File: config.mk
export PLATFORM = sky130hd
export DESIGN_NAME = emif_sdram_decoder
export DESIGN_NICKNAME = d
export VERILOG_FILES = /design/src/rtl/emif_sdram_decoder.sv
export SDC_FILE = /design/constraint.sdc
export NUM_CORES = 1
export LEC_CHECK = 0
export ABC_CLOCK_PERIOD_IN_PS = 1800
export CORE_ASPECT_RATIO = 1.2
export CORE_MARGIN = 5
export CORE_UTILIZATION = 51
export CTS_BUF_LIST = sky130_fd_sc_hd__clkbuf_16
export DETAILED_ROUTE_END_ITERATION = 10
export PLACE_DENSITY_LB_ADDON = 0.15
export SLEW_MARGIN = 20
export SYNTH_ARGS = -nofsm -noshare
export SYNTH_HDL_FRONTEND = slang
export SYNTH_SLANG_ARGS = --single-unit
export TNS_END_PERCENT = 100
File: constraint.sdc
create_clock -name clk -period 1.8 [get_ports clk]
set_clock_uncertainty 0.05 [all_clocks]
set_input_delay 0.36 -clock clk [delete_from_list [all_inputs] [get_ports clk]]
set_output_delay 0.36 -clock clk [all_outputs]
set_load 0.02 [all_outputs]
File: src/rtl/emif_sdram_decoder.sv
// Purpose : decodes the SDRAM command set arriving from the EMIF pin synchronisers into
//           per-beat FPGA read/write strobes, with a per-bank open-row table and a CAS-aligned read drive enable.
// Latency : every output is registered and follows its sampling EMIF edge by 1 clk; rd_oe trails a READ by CAS_LAT edges.
// Backpressure : none; the SDRAM protocol is free-running, so every edge is consumed.
// Ports   : clk/rst_n     - system clock, async active-low reset
//           emif_*        - synchronised EMIF pins plus the emif_clk_en edge marker
//           fpga_read/fpga_write/bus_addr/byte_en - per-beat fabric access
//           rd_oe         - read data drive enable; burst_active - burst in progress; cmd_err - access to a closed bank
module emif_sdram_decoder #(
  parameter int ADDR_W    = 13,
  parameter int BA_W      = 2,
  parameter int COL_W     = 9,
  parameter int BURST_LEN = 4,
  parameter int CAS_LAT   = 2,
  parameter int DQM_W     = 2
) (
  input  logic                          clk,
  input  logic                          rst_n,
  input  logic                          emif_clk_en,
  input  logic                          emif_cs_n,
  input  logic                          emif_ras_n,
  input  logic                          emif_cas_n,
  input  logic                          emif_we_n,
  input  logic [BA_W-1:0]               emif_ba,
  input  logic [ADDR_W-1:0]             emif_addr,
  input  logic [DQM_W-1:0]              emif_dqm,
  output logic                          fpga_read,
  output logic                          fpga_write,
  output logic [BA_W+ADDR_W+COL_W-1:0]  bus_addr,
  output logic [DQM_W-1:0]              byte_en,
  output logic                          rd_oe,
  output logic                          burst_active,
  output logic                          cmd_err
);

  localparam int NB = 1 << BA_W;
  // Low column bits that wrap inside a burst; upper bits stay fixed.
  localparam logic [COL_W-1:0] WRAP_MASK = COL_W'(BURST_LEN - 1);
  localparam logic [COL_W-1:0] LAST_BEAT = COL_W'(BURST_LEN - 1);

  typedef enum logic [1:0] {IDLE, RD_BURST, WR_BURST} state_t;

  state_t             state;
  logic [NB-1:0]      bank_open;
  logic [ADDR_W-1:0]  row [NB];
  logic [BA_W-1:0]    cur_bank;
  logic [COL_W-1:0]   start_col;
  logic [COL_W-1:0]   beat;      // index of the next beat to issue
  logic [CAS_LAT:0]   rd_pipe;   // stage 0 = beat issued on the latest edge

  logic cmd_act, cmd_rd, cmd_wr, cmd_pre, cmd_bst;

  always_comb begin
    cmd_act = 1'b0;
    cmd_rd  = 1'b0;
    cmd_wr  = 1'b0;
    cmd_pre = 1'b0;
    cmd_bst = 1'b0;
    if (!emif_cs_n) begin
      case ({emif_ras_n, emif_cas_n, emif_we_n})
        3'b011:  cmd_act = 1'b1;
        3'b101:  cmd_rd  = 1'b1;
        3'b100:  cmd_wr  = 1'b1;
        3'b010:  cmd_pre = 1'b1;
        3'b110:  cmd_bst = 1'b1;
        default: ;
      endcase
    end
  end

  logic             bank_ok, start_rd, start_wr, start, cmd_bad;
  logic             in_burst, pre_hit, stop, cont, rd_beat, wr_beat;
  logic [COL_W-1:0] cont_col;
  logic [BA_W+ADDR_W+COL_W-1:0] beat_addr;

  assign bank_ok   = bank_open[emif_ba];
  assign start_rd  = cmd_rd & bank_ok;
  assign start_wr  = cmd_wr & bank_ok;
  assign start     = start_rd | start_wr;
  assign cmd_bad   = (cmd_rd | cmd_wr) & ~bank_ok;
  assign in_burst  = (state != IDLE);
  // Precharging the bank a burst is using kills that burst on the same edge.
  assign pre_hit   = cmd_pre & (emif_addr[10] | (emif_ba == cur_bank));
  assign stop      = in_burst & ~start & (cmd_bst | pre_hit);
  // Any other edge inside a burst (NOP, deselect, ACTIVE, rejected access) advances it.
  assign cont      = in_burst & ~start & ~stop;
  assign cont_col  = (start_col & ~WRAP_MASK) | ((start_col + beat) & WRAP_MASK);
  assign rd_beat   = start_rd | (cont & (state == RD_BURST));
  assign wr_beat   = start_wr | (cont & (state == WR_BURST));
  assign beat_addr = start ? {emif_ba, row[emif_ba], emif_addr[COL_W-1:0]}
                           : {cur_bank, row[cur_bank], cont_col};

  assign rd_oe = rd_pipe[CAS_LAT];

  always_ff @(posedge clk or negedge rst_n) begin
    if (!rst_n) begin
      state        <= IDLE;
      bank_open    <= '0;
      for (int i = 0; i < NB; i++) row[i] <= '0;
      cur_bank     <= '0;
      start_col    <= '0;
      beat         <= '0;
      rd_pipe      <= '0;
      fpga_read    <= 1'b0;
      fpga_write   <= 1'b0;
      bus_addr     <= '0;
      byte_en      <= '0;
      burst_active <= 1'b0;
      cmd_err      <= 1'b0;
    end else begin
      fpga_read  <= 1'b0;
      fpga_write <= 1'b0;
      cmd_err    <= 1'b0;
      if (emif_clk_en) begin
        cmd_err    <= cmd_bad;
        fpga_read  <= rd_beat;
        fpga_write <= wr_beat;
        if (rd_beat || wr_beat) begin
          bus_addr <= beat_addr;
          byte_en  <= ~emif_dqm;
        end
        // An accepted WRITE flushes pending read data; a terminate lets it drain.
        rd_pipe <= start_wr ? '0 : {rd_pipe[CAS_LAT-1:0], rd_beat};

        if (cmd_act) begin
          row[emif_ba]       <= emif_addr;
          bank_open[emif_ba] <= 1'b1;
        end
        if (cmd_pre) begin
          if (emif_addr[10]) bank_open <= '0;
          else               bank_open[emif_ba] <= 1'b0;
        end

        if (start) begin
          cur_bank  <= emif_ba;
          start_col <= emif_addr[COL_W-1:0];
          beat      <= COL_W'(1);
          if (BURST_LEN == 1) begin
            state        <= IDLE;
            burst_active <= 1'b0;
          end else begin
            state        <= start_rd ? RD_BURST : WR_BURST;
            burst_active <= 1'b1;
          end
        end else if (stop) begin
          state        <= IDLE;
          burst_active <= 1'b0;
        end else if (cont) begin
          beat <= beat + COL_W'(1);
          if (beat == LAST_BEAT) begin
            state        <= IDLE;
            burst_active <= 1'b0;
          end
        end
      end
    end
  end

endmodule
# Word level (Yosys, flattened, before mapping)
# Index checks and enable logic that the tools add are counted.
dict set report totals {
  latch_bits 0
  output_inout_bits 31
  in_bits 24
  elab_cells 114
  romBits 0
  ram_bits 0
  reg_bits 111
  memories 0
}
dict set report classes {
  n_eq_ne 10
  reduce_logical 12
  magnitude_cmp 5
  div 0
  mux 44
  n_bitwise 25
  n_addsub 2
  shifts 0
  multipliers 0
}
# cell n
set ops {}
lappend ops {{13-bit two-way mux} 5}
lappend ops {{13-bit binary-select mux with 2-bit select} 2}
lappend ops {{52-bit bitwise mux} 1}
lappend ops {{9-bit two-way mux} 3}
lappend ops {{13-bit demux with 2-bit select} 1}
lappend ops {{24-bit two-way mux} 1}
lappend ops {{1-bit two-way mux} 19}
lappend ops {{4-bit two-way mux} 4}
lappend ops {{2-bit two-way mux} 5}
lappend ops {{9-bit by 1-bit adder with 9-bit output (second input constant)} 1}
lappend ops {{1-bit AND} 9}
lappend ops {{3-bit == test (second input constant)} 3}
lappend ops {{9-bit by 2-bit == test with 1-bit output (second input constant)} 1}
lappend ops {{9-bit by 2-bit bitwise OR with 9-bit output} 1}
lappend ops {{3-bit by 2-bit == test with 1-bit output (second input constant)} 2}
lappend ops {{3-bit >= comparator (second input constant)} 2}
lappend ops {{2-bit inverter with 3-bit output} 2}
lappend ops {{1-bit bitwise OR} 6}
lappend ops {{2-bit AND reduction} 3}
lappend ops {{3-bit AND reduction} 2}
lappend ops {{3-bit nonzero test} 2}
lappend ops {{4-bit AND} 1}
lappend ops {{4-bit inverter} 1}
lappend ops {{4-bit bitwise OR} 1}
lappend ops {{other kinds (16)} 20}

# Logic depth before layout (Yosys ltp)
dict set report depth {
  depth_word 14
  ltp_mapped 8
  depth_no_buf 5
}

# Least setup slack after synthesis
# No wires, ideal clock.
dict set report synth_timing {
  path_kind {input to register}
  from {input port emif_ba[1]}
  to {register bus_addr[10]}
  path_slack_ns -0.214
  path_buffers 3
  cell_stages 7
  arrival_time_ns 1.825
  setup_time_ns 0.139
  path_cell_list {buf_4 > mux4_2 > and2_4 > clkbuf_1 > buf_4 > o31ai_1 > a2bb2oi_1}
}
dict set report synth_between {
  elab_chain_len 13
  elab_cells_between_ends 25
  classes_between {1 x eq/ne; 6 x mux; 16 x bitwise; 2 x reduce/logical}
}
# item line_no
set synth_lines {}
lappend synth_lines {{start: declaration} 24} ;# input logic [BA_W-1:0] emif_ba,
lappend synth_lines {{1-bit binary-select mux with 2-bit select} 76} ;# assign bank_ok = bank_open[emif_ba];
lappend synth_lines {{1-bit two-way mux (implied by the code)} 76}
lappend synth_lines {{1-bit AND (on tied branches)} {77, 78}}
lappend synth_lines {{1-bit bitwise OR} 79} ;# assign start = start_rd | start_wr;
lappend synth_lines {{1-bit inverter} {84, 86}}
lappend synth_lines {{1-bit AND} {84, 86}}
lappend synth_lines {{1-bit AND} 84} ;# assign stop = in_burst & ~start & (cmd_bst | pre_hit);
lappend synth_lines {{1-bit inverter} 86} ;# assign cont = in_burst & ~start & ~stop;
lappend synth_lines {{1-bit AND} 86}
lappend synth_lines {{1-bit AND (on tied branches)} {88, 89}}
lappend synth_lines {{1-bit bitwise OR (on tied branches)} {88, 89}}
lappend synth_lines {{1-bit logical OR} 118} ;# if (rd_beat || wr_beat) begin
lappend synth_lines {{2-bit AND reduction (no line)} n/a}
lappend synth_lines {{end signal: assignment} 119} ;# bus_addr <= beat_addr;
lappend synth_lines {{end: declaration} 29} ;# output logic [BA_W+ADDR_W+COL_W-1:0] bus_addr,
# Parallel ways exist; a longest one is shown, timed or not. The select of a mux whose other input is x is not followed.
# A chain may end at the register's enable or synchronous reset.

# Worst setup path in the final report
dict set report layout_timing {
  from {register bank_open[3]}
  to {register fpga_write}
}
dict set report layout_between {
  elab_chain_len 12
  elab_cells_between_ends 13
  classes_between {3 x mux; 10 x bitwise}
}
# item line_no
set layout_lines {}
lappend layout_lines {{start: declaration} 44} ;# logic [NB-1:0] bank_open;
lappend layout_lines {{start signal: assignment} 98} ;# bank_open <= '0;
lappend layout_lines {{start signal: indexed assignment} 127} ;# bank_open[emif_ba] <= 1'b1;
lappend layout_lines {{start signal: assignment} 130} ;# if (emif_addr[10]) bank_open <= '0;
lappend layout_lines {{1-bit binary-select mux with 2-bit select *} 76}
lappend layout_lines {{1-bit two-way mux (implied by the code) *} 76}
lappend layout_lines {{1-bit AND (on tied branches)} {77, 78}}
lappend layout_lines {{1-bit bitwise OR} 79}
lappend layout_lines {{1-bit inverter} {84, 86}}
lappend layout_lines {{1-bit AND} {84, 86}}
lappend layout_lines {{1-bit AND} 84}
lappend layout_lines {{1-bit inverter} 86}
lappend layout_lines {{1-bit AND} 86}
lappend layout_lines {{1-bit AND} 89} ;# assign wr_beat = start_wr | (cont & (state == WR_BURST));
lappend layout_lines {{1-bit bitwise OR *} 89}
lappend layout_lines {{1-bit two-way mux *} 114} ;# if (emif_clk_en) begin
lappend layout_lines {{end signal: assignment} 117} ;# fpga_write <= wr_beat;
lappend layout_lines {{end: declaration} 28} ;# output logic fpga_write,
# Every way passes the cells marked *; elsewhere a longest branch is shown, timed or not. The select of a mux whose other input is x is not followed.

==> metrics <==
Starting Density roughly half; Post-DRT Antenna Nets 0; final net count 552; count of input and output buffers between 50 and 60; Clk pwr share between 10% and 20%; fmax 551 MHz; post-DR wirelength/cell roughly 22 um; failing checks negative setup slack; Worst Setup End Kind flip-flop; Power Dens Cells around 1300 nW/um2; vias in the first global route 4,143; Comb pwr share between 40% and 50%; Synth Instances 431; Distinct cells, synth 45; cell row count just over 40; syn_nets 457; Setup violations, final 12; YS warnings 0; total number of vias 3,969; Final Slew Violations 0; FILL cells 703; Max Root-Sink Buffers 2; die area roughly 13,000 um2; hold worst-path end start_col[5]; worst slew pin tran between 0.4 and 0.5 ns; initial antenna violation count 0; Ports between 50 and 60; Seq pwr share 38.0%; Post-Syn Area per Cell 12.6 um2; Tmin final approximately 1.8 ns; detailed placer's ending HPWL around 8400 um; GRT Util Overall between 20% and 30%; Max-slew headroom between 60% and 70%; Sw Share 35.1%; clk slew on worst S/H paths ~0.07 ns; first-pass GRT wire length 22,200 um; grt ovf 0; Total Neg Setup Slack -0.0747 ns; RSZ-0062 raised after global routing yes; Die H 123 um; final hold slack 0.435 ns; status finished, violations left; starting DRC count in detailed routing around 200; flops & latches, synth ~110; most common cell after layout, fill and taps aside dfrtp_1; Antenna Diode Count 0; clk root buf clkbuf_16; R2R depth 5; largest net degree at the start of global routing 49; HP Start start_col[5]; crit path DAT 2.05 ns; Setup CP Type reg2reg; synthesized area 5450 um2; P_leak 3.31 nW; DIE WIDTH between 100 and 150 um; Hold Fails Final Rpt 0; Vias/cell approximately 6; CTS H-tree lvls 3; final setup margin -0.0148 ns; P_int between 6 and 7 mW; sequential element share of the synthesized area roughly half; hold path cells 2; Reg2Reg Setup Slack -0.01 ns; Residual DRC 0; reg2reg end fpga_write; area of the core around 11,000 um2; hold crit path type reg2reg; Worst setup SP type flip-flop; Final GP Congestion ~0.8; CTS tree done; maximum fanout along the worst path 6; final wirelength approximately 14,000 um; commonest non-fill, non-tap cells in the layout 110 x dfrtp_1, 53 x mux2_2, 42 x clkdlybuf4s50_1, 33 x nand2_1, 33 x buf_4; DRT Pass-1 Iters 4; Layout area overhead 34.4%; # Max-Cap Violations 0; sw power approximately 3.4 mW; Num CTS Buffers 9; Required @ worst endpoint ~2.0 ns; Peak VDD IR a little under 0.0007 V; reg-to-reg startpoint bank_open[3]; # clock sinks approximately 110; Final period util 101%; Clk Latency, worst-skew pair between 0.3 and 0.4 ns; layout cells sized above 1 between 40% and 50%
-- critical path, cell delays in order, from the launching register on --
cell and delay, ns:
dfrtp_1 0.38, mux4_2 0.50, and2_4 0.19, a211o_4 0.34, nor3b_2 0.17, o21a_1 0.12
-- synth_stat cells, drive strengths merged --
cell | n | area (um2)
a2111oi | 4 | 35.0
a211o | 1 | 8.76
a211oi | 2 | 15.0
a21boi | 2 | 37.5
a21o | 2 | 15.0
a21oi | 11 | 55.1
a22oi | 1 | 7.51
a2bb2oi | 23 | 208
a31oi | 1 | 6.26
and2 | 3 | 21.3
and3 | 2 | 12.5
and4bb | 1 | 12.5
buf | 19 | 111
clkbuf | 12 | 45.0
dfrtp | 111 | 2780
ha | 2 | 25.0
inv | 9 | 33.8
mux2 | 53 | 597
mux2i | 2 | 20.0
mux4 | 27 | 608
nand2 | 52 | 198
nand2b | 8 | 50.1
nand3 | 4 | 20.0
nor2 | 13 | 48.8
nor2b | 4 | 25.0
nor3b | 4 | 35.0
nor4 | 1 | 6.26
nor4b | 1 | 8.76
o211ai | 1 | 7.51
o21a | 1 | 7.51
o21ai | 4 | 20.0
o22ai | 14 | 87.6
o2bb2ai | 1 | 8.76
o31ai | 14 | 105
or2 | 3 | 18.8
or2b | 5 | 37.5
xnor2 | 10 | 87.6
xor2 | 3 | 26.3
-- registers in the layout (all words and copies together), names as in the netlist --
| register | cells |
|---|---|
| row | 52 |
| bus_addr | 24 |
| beat | 9 |
| start_col | 9 |
| bank_open | 4 |
| rd_pipe | 3 |
| byte_en | 2 |
| cur_bank | 2 |
| state | 2 |
| burst_active | 1 |
| cmd_err | 1 |
| fpga_read | 1 |
| fpga_write | 1 |
-- worst max-delay path by stage --
| stage | from | to | slack [ns] | cells after the start |
|---|---|---|---|---|
| final | bank_open[3] | fpga_write | -0.01 | 5 |
| after global routing | bank_open[3] | fpga_write | -0.09 | 5 |
| after CTS | bank_open[3] | fpga_write | -0.09 | 5 |
| after detailed placement | emif_ba[1] | byte_en[0] | -0.82 | 6 |
| after global placement | emif_ba[1] | byte_en[0] | -0.77 | 7 |
| after floorplan | emif_ba[1] | bus_addr[22] | -0.1 | 7 |
-- cell families (layout without fill, tap and decap cells) --
| kind of cell | count (synthesis) | count (layout) | synth area share (%) |
|---|---|---|---|
| AO/OA/AOI/OAI | 82 | 84 | 11.5 |
| flip-flops | 111 | 111 | 51.0 |
| multiplexers | 82 | 82 | 22.5 |
| XOR/XNOR | 13 | 13 | 2.09 |
| AND/OR/NAND/NOR | 101 | 101 | 9.07 |
| buffers and inverters | 40 | 138 | 3.49 |
| adder cells (fa/ha/maj) | 2 | 2 | 0.459 |
-- area by class of cell --
cell class                 instances  area [um2]  share of cell area (%)
timing repair buffer             113        1240                    17.0
multi-input combinational        282        2850                    38.9
tap                              129         161                    2.20
inverter                           9        33.8                   0.461
clock buffer                       9         225                    3.08
sequential                       111        2780                    37.9
clock inverter                     7        32.5                   0.444
-- stage by stage --
| stage | instances | utilization, % | total power [mW] | worst slack, ns | cell area [um2] |
|---|---|---|---|---|---|
| 3_3_place_gp | 627 | 61.4 | 7.13 | -0.770 | 6460 |
| 6_report | 660 | 69.6 | 9.59 | -0.0148 | 7320 |
| 4_1_cts | 658 | 67.0 | 9.37 | -0.0940 | 7050 |
| 5_1_grt | 660 | 69.6 | 10.1 | -0.0941 | 7320 |
| 3_5_place_dp | 627 | 61.4 | 7.22 | -0.821 | 6460 |
| 2_1_floorplan | 431 | - | 5.79 | -0.0992 | 5510 |
-- what timing repair did --
| action | 4_1_cts | 5_1_grt |
|---|---|---|
| endpoints found under the setup margin | 107 | 58 |
| hold endpoints to repair | 27 | 0 |
| pin swaps | 14 | 19 |
| hold buffers | 1 | 0 |
| gates cloned | 5 | 2 |
| resized for setup | 48 | 57 |
| buffers inserted | 9 | 2 |
-- power groups by stage --
stage                     combinational [mW]  clock [mW]  sequential (mW)
after floorplan                         1.85           0             3.94
after global placement                  3.51           0             3.62
after detailed placement                3.59           0             3.63
after CTS                               3.96        1.80             3.61
after global routing                    4.45        1.93             3.72
final                                   4.18        1.77             3.65
-- per-layer routing --
layer	global-route usage, %	vias up	share of wire (%)
met5	0	-	0
met1	27.5	2048	40
met3	4.54	27	5.1
met2	38.4	115	53
li1	-	1779	-
met4	10.1	0	1.9
No activity file was read; power rests on OpenSTA's default activity.
